--- src/rtl/bcd_ex3_seq_ctrl.sv ---
// bcd_ex3_seq_ctrl
//   Converts a packed multi-digit BCD word to Excess-3 using a single shared
//   one-digit BCD->Excess-3 converter. The converter handles one digit per clock.
//   A valid/ready handshake is used on both the input and output sides.
//   Any digit above 9 sets a sticky error flag for the word and produces nibble 4'h0.
//
// Ports
//   clk_i        clock, rising edge
//   rst_i        asynchronous reset, active-high
//   in_valid_i   upstream word valid
//   in_ready_o   block can accept a word (IDLE)
//   bcd_i        packed BCD word, digit 0 in bits [3:0]
//   out_valid_o  ex3_o / err_o valid (DONE)
//   out_ready_i  downstream accepts result
//   ex3_o        packed Excess-3 result, same digit ordering as bcd_i
//   err_o        at least one input digit was greater than 9
//   busy_o       conversion in progress (CONV)
module bcd_ex3_seq_ctrl #(
  parameter int DIGITS = 4
) (
  input  logic                  clk_i,
  input  logic                  rst_i,
  input  logic                  in_valid_i,
  output logic                  in_ready_o,
  input  logic [4*DIGITS-1:0]   bcd_i,
  output logic                  out_valid_o,
  input  logic                  out_ready_i,
  output logic [4*DIGITS-1:0]   ex3_o,
  output logic                  err_o,
  output logic                  busy_o
);

  localparam int CW = (DIGITS > 1) ? $clog2(DIGITS) : 1;
  localparam logic [CW-1:0] LAST_CNT = CW'(DIGITS - 1);

  localparam logic [1:0] ST_IDLE = 2'd0;
  localparam logic [1:0] ST_CONV = 2'd1;
  localparam logic [1:0] ST_DONE = 2'd2;

  logic [1:0]          state_q, state_d;
  logic [CW-1:0]       cnt_q, cnt_d;
  logic [4*DIGITS-1:0] in_q, in_d;
  logic [4*DIGITS-1:0] ex3_q, ex3_d;
  logic                err_q, err_d;

  // Shared single-digit converter, fed by the digit selected by the counter.
  logic [3:0] digit_sel;
  logic       digit_ok;
  logic [3:0] digit_ex3;

  always_comb begin
    digit_sel = in_q[{cnt_q, 2'b00} +: 4];
    digit_ok  = (digit_sel <= 4'd9);
    // 4'h0 is never a legal Excess-3 code, so it marks a bad digit in the result.
    digit_ex3 = digit_ok ? (digit_sel + 4'd3) : 4'h0;
  end

  always_comb begin
    state_d = state_q;
    cnt_d   = cnt_q;
    in_d    = in_q;
    ex3_d   = ex3_q;
    err_d   = err_q;
    case (state_q)
      ST_IDLE: begin
        if (in_valid_i) begin
          in_d    = bcd_i;
          cnt_d   = '0;
          err_d   = 1'b0;
          state_d = ST_CONV;
        end
      end
      ST_CONV: begin
        ex3_d[{cnt_q, 2'b00} +: 4] = digit_ex3;
        if (!digit_ok) begin
          err_d = 1'b1;
        end
        if (cnt_q == LAST_CNT) begin
          state_d = ST_DONE;
        end else begin
          cnt_d = cnt_q + 1'b1;
        end
      end
      ST_DONE: begin
        if (out_ready_i) begin
          state_d = ST_IDLE;
        end
      end
      default: begin
        state_d = ST_IDLE;
      end
    endcase
  end

  always_ff @(posedge clk_i or posedge rst_i) begin
    if (rst_i) begin
      state_q <= ST_IDLE;
      cnt_q   <= '0;
      in_q    <= '0;
      ex3_q   <= '0;
      err_q   <= 1'b0;
    end else begin
      state_q <= state_d;
      cnt_q   <= cnt_d;
      in_q    <= in_d;
      ex3_q   <= ex3_d;
      err_q   <= err_d;
    end
  end

  // All outputs decode registered state only.
  assign in_ready_o  = (state_q == ST_IDLE);
  assign busy_o      = (state_q == ST_CONV);
  assign out_valid_o = (state_q == ST_DONE);
  assign ex3_o       = ex3_q;
  assign err_o       = err_q;

endmodule

--- config.mk ---
export PLATFORM = sky130hd
export DESIGN_NAME = bcd_ex3_seq_ctrl
export DESIGN_NICKNAME = d
export VERILOG_FILES = /design/src/rtl/bcd_ex3_seq_ctrl.sv
export SDC_FILE = /design/constraint.sdc
export NUM_CORES = 1
export LEC_CHECK = 0
export BUFFER_PORTS_ARGS = -buffer_cell sky130_fd_sc_hd__buf_2
export CAP_MARGIN = 10
export CORE_MARGIN = 2
export CORE_UTILIZATION = 52
export DETAILED_ROUTE_END_ITERATION = 7
export GPL_TIMING_DRIVEN = 0
export PLACE_DENSITY = 0.78
export SETUP_SLACK_MARGIN = 0.1
export SYNTH_ARGS = -nofsm -noshare
export SYNTH_HDL_FRONTEND = slang
export SYNTH_SLANG_ARGS = --single-unit
--- constraint.sdc ---
create_clock -name clk_i -period 2.66 [get_ports clk_i]
set_clock_uncertainty 0.1 [all_clocks]
set_input_delay 0.665 -clock clk_i [delete_from_list [all_inputs] [get_ports clk_i]]
set_output_delay 0.665 -clock clk_i [all_outputs]
set_load 0.01 [all_outputs]
# Word level (Yosys, flattened, before mapping)
# Cells that the tools add are included.
op_classes:
  n_reduce_logical: 6
  order_cmp: 1
  addsub: 3
  n_mux: 12
  n_eq_ne: 8
  shift: 3
ops:
  columns: ["operator", "count"]
  rows:
  - ["bitwise mux 16 bit", 1]
  - ["variable shift 4 x 6 -> 16 bit, first input constant", 1]
  - ["indexed part select 16 x 5 -> 4 bit", 1]
  - ["indexed part select 4 x 6 -> 16 bit", 1]
  - ["2-to-1 mux 2 bit", 5]
  - ["AND reduction 3 bit", 3]
  - ["inequality test 2 bit, second input constant", 3]
  - ["negator 4 -> 6 bit", 1]
  - ["one-hot mux 2 bit (3 select lines)", 1]
  - ["adder 4 x 2 -> 4 bit, second input constant", 1]
  - ["equality test 2 bit, second input constant", 2]
  - ["less-or-equal comparator 4 bit, second input constant", 1]
  - ["2-to-1 mux 4 bit", 1]
  - ["inequality test 2 x 1 -> 1 bit, second input constant", 2]
  - ["one-hot mux 2 bit (2 select lines)", 1]
  - ["adder 2 x 1 -> 2 bit, second input constant", 1]
  - ["equality test 2 x 1 -> 1 bit, second input constant", 1]
  - ["logical NOT 2 bit", 1]
  - ["2-to-1 mux 1 bit", 2]
  - ["one-hot mux 1 bit (2 select lines)", 1]
  - ["AND reduction 2 bit", 1]
  - ["nonzero test 2 bit", 1]
totals:
  out_inout_bits: 20
  word_cells: 38
  register_bits: 37
  input_bits: 20

# Depth between registers and ports, before layout
# Gate-level depths: netlist of the first run.
logic_depth:
  ltp_word: 5
  depth_mapped: 8
  ltp_nobuf: 7

# Least setup slack after synthesis of the first run
# OpenSTA, ideal clock, no wires.
synth_path:
  path_kind: "reg2reg"
  startpoint: "register cnt_q[0]"
  endpoint: "register ex3_q[3] (netlist: ex3_o[3])"
  synth_period_minus_slack_ps: 2055
  setup_time_ps: 103
  slack_ps: 605
  t_arrival_ps: 1851
  required_time_ps: 2457
  n_path_buf: 1
  path_stages_with_launch: 9
  path_cell_list: "dfrtp_1 -> buf_6 -> mux4_2 -> inv_1 -> ha_1 -> nor2_1 -> nor2_1 -> a22oi_2 -> o41ai_2"
synth_via:
  elab_chain_len: 5
  word_cells_on_any_way: 8
  cone_classes: "add/sub: 2; order compare: 1; shift: 3; mux: 2"
synth_rtl:
  columns: ["element", "line_no", "source"]
  rows:
  - ["from (decl)", "41", "logic [CW-1:0] cnt_q, cnt_d;"]
  - ["from (signal assigned)", "104", "cnt_q <= cnt_d;"]
  - ["indexed part select 16 x 5 -> 4 bit", "52", "digit_sel = in_q[{cnt_q, 2'b00} +: 4];"]
  - ["adder 4 x 2 -> 4 bit or less-or-equal comparator 4 bit (tied branches)", "55, 53", null]
  - ["2-to-1 mux 4 bit", "55", "digit_ex3 = digit_ok ? (digit_sel + 4'd3) : 4'h0;"]
  - ["indexed part select 4 x 6 -> 16 bit", "74", "ex3_d[{cnt_q, 2'b00} +: 4] = digit_ex3;"]
  - ["bitwise mux 16 bit (*)", "74", null]
  - ["to (signal assigned)", "100", "ex3_q <= '0;"]
  - ["to (signal assigned)", "106", "ex3_q <= ex3_d;"]
  - ["to (decl)", "43", "logic [4*DIGITS-1:0] ex3_q, ex3_d;"]
# Every way passes the cells marked *; elsewhere a longest branch is shown, timed or not.
# A chain may end at the register's enable or synchronous reset.

# Worst setup path after layout of the first run
layout_path:
  startpoint: "register cnt_q[0]"
  endpoint: "register ex3_q[12] (netlist: ex3_o[12])"
# The elaborated chain is that of the path after synthesis.

==> metrics.md, run 1 <==
| Metric | Value |
|---|---|
| Status | complete, no violations |
| Routed Wire Length | about 3400 microns |
| Die Ht | a little over 60 microns |
| Total Routing Usage GR | between 20% and 30% |
| Commonest non-fill, non-tap cells in the layout | nand2_1 (58), buf_2 (39), dfrtp_1 (37), a22o_1 (15), inv_1 (8) |
| Yosys Warn Count | 0 |
| Final instance area | ~2000 sq um |
| Count of different cell masters after synthesis | 29 |
| Worst-Skew Late Latency | roughly 0.34 ns |
| Sw Ratio | between 40 and 50% |
| Layout cells sized above 1 | a little over a quarter |
| CP startpoint | cnt_q[0]$_DFFE_PP0P_ |
| Residual DRC | 0 |
| Synth area leaders | dfrtp_1 (54%), nand2_1 (13%), a22o_1 (7.7%), ha_1 (5.1%), mux4_2 (3.9%) |
| Clock share of power | between 10% and 20% |
| Leak | between 1 and 1.5 nW |
| Min Tclk post-route | roughly 2.3 ns |
| Critical Path AT | about 2.5 ns |
| Max-cap viol count | 0 |
| Worst flop-to-flop path startpoint | cnt_q[0]$_DFFE_PP0P_ |
| Sequential Power Share | ~36% |
| # H-tree levels | 2 |
| CP max FO | 10 |
| CP Data Required Time | ~2.8 ns |
| Via/cell ratio | between 5 and 6 |
| PD cells | roughly 1300 nW/um^2 |
| Starting DRT DRC Count | 72 |
| CP Launch Type | register |
| FMAX | 428 MHz |
| Critical path class | register to register |
| Slowest CP cell | mux4_2 |
| # setup viols final | 0 |
| Most common cell after layout, fill and taps aside | nand2_1 |
| Cells after Synth | between 150 and 200 |
| Cells on worst reg2reg path | 8 |
| Worst reg2reg setup slack | about 0.32 ns |
| Synth Cell Area | between 1500 and 2000 sq um |
| Combinational power share | a little over half |
| Rows | 20 |
| Antenna violations before repair | 0 |
| Final Slew Violations | 0 |
| Syn Nets | roughly 190 |
| Antenna viol nets, final | 0 |
| End-of-flow core utilization | around 66% |
| CP endpoint kind | register |
| PortBufs | 39 |
| FF-to-FF End | ex3_o[12]$_DFFE_PP0P_ |
| Antenna diode count | 0 |
| Setup tns final | 0 ns |
| RSZ-0062 raised after global routing | no |
| Net switching power | approximately 1.2 mW |
| Die width | 61.5 microns |
| Core ar. | ~3100 sq um |
| Worst-path cell chain | buf_6 > mux4_2 > inv_1 > ha_1 > nor2_1 > o21a_1 > nor2_2 > a22o_1 |
| # IOs | 40 |
| CTS tree | built |
| DP HPWL | 2570 microns |
| EDFF count, synth | 0 |
| Via Count | approximately 1.3k |
| Period utilization | about 88% |
| Area Overhead vs Synth | 19.2% |
| Post-CTS Hold Fix Bufs | 0 |
| Max IR drop VDD | 0.000614 V |
| Slowest stage delay, CP | roughly 0.51 ns |
| Count of cells resized by post-cts repair | 0 |
| Worst slew pin tran | ~0.78 ns |
| Synth top area share | a little over half |
| Relative slew slack | ~48% |
| Hold Slack | ~0.35 ns |
| Pint | 1.47 mW |
| Post-synth top area cell | dfrtp_1 |
| # Post-CTS Setup Buffers | 0 |
| Filler Cells Inserted | between 200 and 300 |
| Synth async-reset ratio | 100% |
| CTS Sinks | 37 |
| Placed inst area | 1990 sq um |
| Clock tree buffer depth | 2 |
| Largest net degree at the start of global routing | 20 |
| Starting Density | between 50 and 60% |
| Top_reg_cell synth | dfrtp_1 |
| Post-place setup slack | around 0.36 ns |
| Global route overflow | 0 |
| Clock slew at reported path FFs | 0.11 ns |
| Clock root cell | clkbuf_4 |
| Nets | 238 |
| DRT Pass-1 Iters | 4 |
| Number of global-route vias before repair | 1,337 |
| CTS Buf Count | 5 |
| First-pass GRT wire length | 5710 microns |
| Yosys reg bits | 37 |
| GPL Wtd Cong | around 0.74 |
| Hold Path Class | input pin to asynchronous set/reset pin |
| Final Hold Fails | 0 |
| Syn Area/Cell | around 10 sq um |
| Full die area | around 3800 sq um |
| Critical path destination | ex3_o[12]$_DFFE_PP0P_ |
| Seq/Total Area, Yosys | a little over half |
| WL per Instance | 13.2 microns |
| PnR worst setup slack | 0.321 ns |
sequential cells by signal, indices dropped and copies added, names as in the netlist:
| name | count |
|---|---|
| err_o | 1 |
| ex3_o | 16 |
| state_q | 2 |
| in_q | 16 |
| cnt_q | 2 |
routing by layer:
metal / up-vias / part of all wire, % / global-route usage, %
met3: 11 / 4.6 / 6.51
met2: 32 / 47 / 35.4
met5: - / 0 / 0
li1: 648 / - / -
met1: 637 / 46 / 25.0
met4: 0 / 2.4 / 9.42
worst min path at each step:
stage	startpoint	endpoint	cells after the start
2_1_floorplan	in_q[4]$_DFFE_PP0P_	in_q[4]$_DFFE_PP0P_	2
3_3_place_gp	in_q[0]$_DFFE_PP0P_	in_q[0]$_DFFE_PP0P_	2
3_5_place_dp	in_q[12]$_DFFE_PP0P_	in_q[12]$_DFFE_PP0P_	2
4_1_cts	rst_i	cnt_q[1]$_DFFE_PP0P_	2
5_1_grt	bcd_i[11]	in_q[11]$_DFFE_PP0P_	3
6_report	rst_i	in_q[12]$_DFFE_PP0P_	2
worst max-delay path, delay by kind of cell (launching register included):
| family | cells | cell delay [ns] |
|---|---|---|
| adders and majority gates | 1 | 0.20 |
| DFF | 1 | 0.47 |
| AOI/OAI and AO/OA | 2 | 0.39 |
| muxes | 1 | 0.51 |
| and+or+nand+nor | 2 | 0.33 |
| buffers and inverters | 2 | 0.28 |
power groups by stage:
stage          combinational, mW  clock, mW  sequential, mW
6_report                    1.39      0.286           0.947
4_1_cts                     1.40      0.287           0.948
5_1_grt                     1.56      0.316           0.977
3_3_place_gp                1.33          0           0.940
2_1_floorplan              0.978          0           0.965
3_5_place_dp                1.39          0           0.960
cell usage after synthesis, types with 2 or more instances:
cell type / n
a22o_1: 15
clkbuf_1: 4
nor2b_1: 3
nor2_2: 2
nor2_1: 7
nor3_1: 2
mux4_2: 3
inv_1: 8
ha_1: 7
nand2_1: 58
dfrtp_1: 37
cell families (layout without fill, tap and decap cells):
family / count (synthesis) / in the layout / synth area share, %
simple gates: 78 / 78 / 19.4
fa+ha+maj: 7 / 7 / 5.10
mux: 5 / 5 / 6.12
buf+inv: 14 / 62 / 3.50
flops: 37 / 37 / 53.9
compound gates: 23 / 23 / 12.0
layout make-up:
type / instances / area, sq um / share of cell area [%]
clock inverters: 2 / 10.0 / 0.489
repair buffers: 40 / 223 / 10.9
clock buffers: 6 / 41.3 / 2.02
plain buffers: 6 / 30.0 / 1.47
inverters: 8 / 30.0 / 1.47
well taps: 44 / 55.1 / 2.69
multi-input cells: 113 / 731 / 35.7
flip-flops and latches: 37 / 926 / 45.3
metrics by stage:
stage,instances,power [mW]
floorplan,164,1.94
global placement,247,2.27
detailed placement,248,2.35
CTS,256,2.63
global route,256,2.85
finish,256,2.63
(Power assumes the default switching activity.)
==> inputs of run 2 (changes only) <==
RECOVER_POWER = 50   (was default)
==> metrics.md, run 2 (synthesis results as in run 1) <==
| Metric | Value |
|---|---|
| Status | complete, no violations |
| Setup tns final | 0 ns (unchanged) |
| Clock slew at reported path FFs | 0.11 ns (about the same) |
| Combinational power share | 52.9% (about the same) |
| # IOs | 40 (unchanged) |
| # Post-CTS Setup Buffers | 0 (unchanged) |
| Total Routing Usage GR | 21.1% (unchanged) |
| Delay-heaviest family, CP | multiplexers |
| Via/cell ratio | 5.20 (+0.23%) |
| CP startpoint | cnt_q[0]$_DFFE_PP0P_ |
| Slowest stage delay, CP | 0.51 ns (about the same) |
| Worst flop-to-flop path startpoint | cnt_q[0]$_DFFE_PP0P_ |
| Area Overhead vs Synth | 17.6% |
| Critical Path AT | 2.52 ns (about the same) |
| Largest net degree at the start of global routing | 20 (unchanged) |
| Clock tree buffer depth | 2 (unchanged) |
| DP HPWL | 2570 microns (unchanged) |
| Sequential Power Share | 36.2% (about the same) |
| Slowest CP cell | mux4_2 |
| Final Slew Violations | 0 (unchanged) |
| CTS tree | built |
| # H-tree levels | 2 (unchanged) |
| Commonest non-fill, non-tap cells in the layout | nand2_1 (58), dfrtp_1 (37), buf_2 (37), a22o_1 (15) |
| FMAX | 427 MHz (about the same) |
| RSZ-0062 raised after global routing | no |
| PortBufs | 39 (unchanged) |
| Antenna diode count | 0 (unchanged) |
| Relative slew slack | 32.2% (-16 points) |
| WL per Instance | 13.3 microns (+0.41%) |
| CTS Buf Count | 5 (unchanged) |
| Die Ht | 61.5 microns (unchanged) |
| GPL Wtd Cong | 0.741 (unchanged) |
| Clock share of power | 11.0% (about the same) |
| Residual DRC | 0 (unchanged) |
| End-of-flow core utilization | 65.1% (-0.85 points) |
| Starting DRT DRC Count | 72 (unchanged) |
| # setup viols final | 0 (unchanged) |
| Worst-path cell chain | buf_6 > mux4_2 > inv_1 > ha_1 > nor2_1 > o21a_1 > nor2_2 > a22o_1 |
| Critical path class | register to register |
| Antenna viol nets, final | 0 (unchanged) |
| CP endpoint kind | register |
| CTS Sinks | 37 (unchanged) |
| Leak | 1.08 nW (-1.8%) |
| Layout cells sized above 1 | 25.9% (-1.4 points) |
| Worst Path Buf+Inv | 2 (unchanged) |
| Max-cap viol count | 0 (unchanged) |
| Most common cell after layout, fill and taps aside | nand2_1 |
| PD cells | 1300 nW/um^2 (+1.1%) |
| First-pass GRT wire length | 5710 microns (unchanged) |
| Nets | 238 (unchanged) |
| Die width | 61.5 microns (unchanged) |
| CP max FO | 10 (unchanged) |
| Count of cells resized by post-cts repair | 0 (unchanged) |
| Antenna violations before repair | 0 (unchanged) |
| Worst-Skew Late Latency | 0.34 ns (about the same) |
| Min Tclk post-route | 2.34 ns (+0.000582 ns) |
| Via Count | 1,331 (+0.23%) |
| Final Hold Fails | 0 (unchanged) |
| Full die area | 3780 sq um (unchanged) |
| CP Launch Type | register |
| DRT Pass-1 Iters | 4 (unchanged) |
| Routed Wire Length | 3400 microns (+0.41%) |
| Number of global-route vias before repair | 1,337 (unchanged) |
| Worst slew pin tran | 1.02 ns (+0.236 ns) |
| Core ar. | 3100 sq um (unchanged) |
| Net switching power | 1.16 mW (+0.15%) |
| Hold Path Class | input pin to asynchronous set/reset pin |
| Max IR drop VDD | 0.000614 V (about the same) |
| CP Data Required Time | 2.84 ns (about the same) |
| Starting Density | 55.3% (unchanged) |
| Global route overflow | 0 (unchanged) |
| Pint | 1.46 mW (-0.46%) |
| Post-CTS Hold Fix Bufs | 0 (unchanged) |
| Period utilization | 88.0% (about the same) |
| Clock root cell | clkbuf_4 |
| Sw Ratio | 44.2% (+0.15 points) |
| Rows | 20 (unchanged) |
run 2: area by class of cell:
class	count	area, sq um
plain buffers	6	30.0
clock buffers	6	41.3
clock inverters	2	10.0
fillers	282	1080
inverters	8	30.0
multi-input cells	113	731
flip-flops and latches	37	926
well taps	44	55.1
repair buffers	40	196
run 2: stage by stage:
stage	worst slack (ns)	hold slack, ns	power (mW)	cells	instance area (sq um)
CTS	0.335	0.381	2.63	256	2050
finish	0.320	0.309	2.62	256	2020
detailed placement	0.361	0.357	2.35	248	1990
global placement	0.427	0.352	2.27	247	1970
global route	0.199	0.361	2.85	256	2020
floorplan	0.605	0.337	1.94	164	1720
run 2: power by group through the flow:
stage	combinational [mW]	clock, mW	sequential [mW]
CTS	1.40	0.287	0.948
finish	1.39	0.287	0.947
global route	1.55	0.316	0.977
detailed placement	1.39	0	0.960
global placement	1.33	0	0.940
floorplan	0.978	0	0.965
run 2: routing by layer:
| metal | track usage (%) | vias up | routed length [microns] |
|---|---|---|---|
| met4 | 9.42 | 0 | 80 |
| met2 | 35.4 | 34 | 1610 |
| met1 | 25.0 | 638 | 1550 |
| li1 | - | 648 | - |
| met3 | 6.51 | 11 | 162 |
| met5 | 0 | - | 0 |
run 2: final timing paths:
path	end	slack [ns]	cells past startpoint
setup / recovery	ex3_o[12]$_DFFE_PP0P_	0.32	8
hold / removal	in_q[12]$_DFFE_PP0P_	0.31	2
setup reg to reg	ex3_o[12]$_DFFE_PP0P_	0.32	8
hold reg to reg	in_q[12]$_DFFE_PP0P_	0.38	2
max in group asynchronous	ex3_o[13]$_DFFE_PP0P_	0.80	3
min in group clk_i	in_q[12]$_DFFE_PP0P_	0.38	2
run 2: worst reg2reg max path: stages, from the launching register on:
cell and delay (ns):
dfrtp_1 0.47, buf_6 0.19, mux4_2 0.51, inv_1 0.09, ha_1 0.20, nor2_1 0.07, o21a_1 0.23, nor2_2 0.26
a22o_1 0.16
==> inputs of run 3 (changes only) <==
CORE_ASPECT_RATIO = 1.1   (was default)
==> metrics.md, run 3 (synthesis results as in run 1) <==
| Metric | Value |
|---|---|
| GPL Wtd Cong | 0.786 (+6.1%) |
| Starting Density | 55.4% (about the same) |
| DRT Pass-1 Iters | 6 (+2) |
| Core ar. | 3100 sq um (about the same) |
| Cells on worst reg2reg path | 8 (unchanged) |
| Die Ht | 64.3 microns (+4.6%) |
| CP endpoint kind | register |
| Wl on met1 | 1420 microns (-8.3%) |
| Hold Path Class | input pin to asynchronous set/reset pin |
| Rows | 21 (+5.0%) |
| Max-cap viol count | 0 (unchanged) |
| Nets | 238 (unchanged) |
| Worst slew pin tran | 1.24 ns (+0.228 ns) |
| Worst-path cell chain | buf_6 > mux4_2 > inv_1 > ha_1 > nor2_1 > o21a_1 > nor2_2 > a22o_1 |
| Worst-Skew Late Latency | 0.33 ns (about the same) |
| End-of-flow core utilization | 64.7% (-0.35 points) |
| Met2 WL | 1760 microns (+9.1%) |
| Final Slew Violations | 0 (unchanged) |
| # setup viols final | 0 (unchanged) |
| PortBufs | 39 (unchanged) |
| Count of cells resized by post-cts repair | 0 (unchanged) |
| Clock slew at reported path FFs | 0.11 ns (about the same) |
| CTS Sinks | 37 (unchanged) |
| Total Routing Usage GR | 20.4% (-0.69 points) |
| DP HPWL | 2600 microns (+0.88%) |
| Antenna diode count | 0 (unchanged) |
| Largest net degree at the start of global routing | 24 (+20%) |
| # IOs | 40 (unchanged) |
| Relative slew slack | 17.1% (-15 points) |
| Layout cells sized above 1 | 25.9% (unchanged) |
| Area Overhead vs Synth | 16.9% |
| Antenna viol nets, final | 0 (unchanged) |
| Via/cell ratio | 5.38 (+3.4%) |
| Met3 WL post-DR | 222 microns (+37%) |
| Top sig layer | met4 |
| Leak | 1.08 nW (-0.11%) |
| # H-tree levels | 2 (unchanged) |
| CP max FO | 10 (unchanged) |
| Post-CTS Hold Fix Bufs | 0 (unchanged) |
| Critical Path Stages | 8 (unchanged) |
| Number of global-route vias before repair | 1,290 (-3.5%) |
| Min Tclk post-route | 2.35 ns (+0.00785 ns) |
| Final Hold Fails | 0 (unchanged) |
| Die width | 58.8 microns (-4.4%) |
| Commonest non-fill, non-tap cells in the layout | nand2_1 (58), dfrtp_1 (37), buf_2 (37), a22o_1 (15) |
| CTS tree | built |
| Max IR drop VDD | 0.000631 V (+2.7%) |
| # Post-CTS Setup Buffers | 0 (unchanged) |
| Failing checks | DRC |
| RSZ-0062 raised after global routing | no |
| Full die area | 3780 sq um (about the same) |
| FMAX | 426 MHz (-0.33%) |
| Period utilization | 88.2% (+0.29 points) |
| Status | finished with violations |
| Residual DRC | 3 (+3) |
| Delay-heaviest family, CP | multiplexers |
| Slowest stage delay, CP | 0.51 ns (about the same) |
| CTS Buf Count | 5 (unchanged) |
| CP Launch Type | register |
| First-pass GRT wire length | 5720 microns (+0.12%) |
| Clock root cell | clkbuf_4 |
| Via Count | 1,323 (-0.60%) |
| Worst Path Buf+Inv | 2 (unchanged) |
| CP Data Required Time | 2.83 ns (about the same) |
| Starting DRT DRC Count | 51 (-29%) |
| Most common cell after layout, fill and taps aside | nand2_1 |
| Critical path class | register to register |
| Post-place setup slack | 0.351 ns (-0.00994 ns) |
| Global route overflow | 0 (unchanged) |
| Slowest CP cell | mux4_2 |
| Setup tns final | 0 ns (unchanged) |
| WL per Instance | 13.9 microns (+4.4%) |
| PD cells | 1300 nW/um^2 (-0.13%) |
| Critical Path AT | 2.51 ns (about the same) |
| Routed Wire Length | 3420 microns (+0.35%) |
| Clock tree buffer depth | 2 (unchanged) |
| Power after layout | 2.60 mW (-0.75%) |
| Antenna violations before repair | 0 (unchanged) |
| PnR worst setup slack | 0.313 ns (-0.00784 ns) |
-- run 3: cell counts in the layout (fill, tap and decap cells not counted) --
Identical to the previous run, type by type.
-- run 3: per-stage QoR --
step | hold slack [ns] | cell area [sq um] | cells
after CTS | 0.305 | 2030 | 246
after global placement | 0.353 | 1950 | 237
final | 0.251 | 2010 | 246
after global routing | 0.286 | 2010 | 246
after detailed placement | 0.362 | 1980 | 238
after floorplan | 0.337 | 1720 | 164
-- run 3: final cells by class --
class                   instances  area [sq um]
fillers                       265          1090
flip-flops and latches         37           926
multi-input cells             113           731
repair buffers                 40           196
well taps                      34          42.5
clock buffers                   6          41.3
plain buffers                   6          30.0
inverters                       8          30.0
clock inverters                 2          10.0
-- run 3: final timing paths --
kind | startpoint | to | slack [ns]
worst min-delay path | rst_i | ex3_o[14]$_DFFE_PP0P_ | 0.25
max in group asynchronous | rst_i | in_q[9]$_DFFE_PP0P_ | 0.69
min in group clk_i | in_q[12]$_DFFE_PP0P_ | in_q[12]$_DFFE_PP0P_ | 0.38
worst min register to register | in_q[12]$_DFFE_PP0P_ | in_q[12]$_DFFE_PP0P_ | 0.38
worst max register to register | cnt_q[0]$_DFFE_PP0P_ | ex3_o[12]$_DFFE_PP0P_ | 0.31
worst max-delay path | cnt_q[0]$_DFFE_PP0P_ | ex3_o[12]$_DFFE_PP0P_ | 0.31
-- run 3: metal layers --
| layer | GRT usage [%] | up-vias |
|---|---|---|
| li1 | - | 649 |
| met1 | 24.8 | 624 |
| met2 | 33.5 | 48 |
| met3 | 7.09 | 2 |
| met4 | 6.82 | 0 |
| met5 | 0 | - |
-- run 3: report_power, final --
part | leakage, nW | internal, mW | switching (mW) | total, mW
registers | 0.480 | 0.796 | 0.146 | 0.942
clock network | 0.0320 | 0.101 | 0.175 | 0.276
logic | 0.569 | 0.568 | 0.815 | 1.38
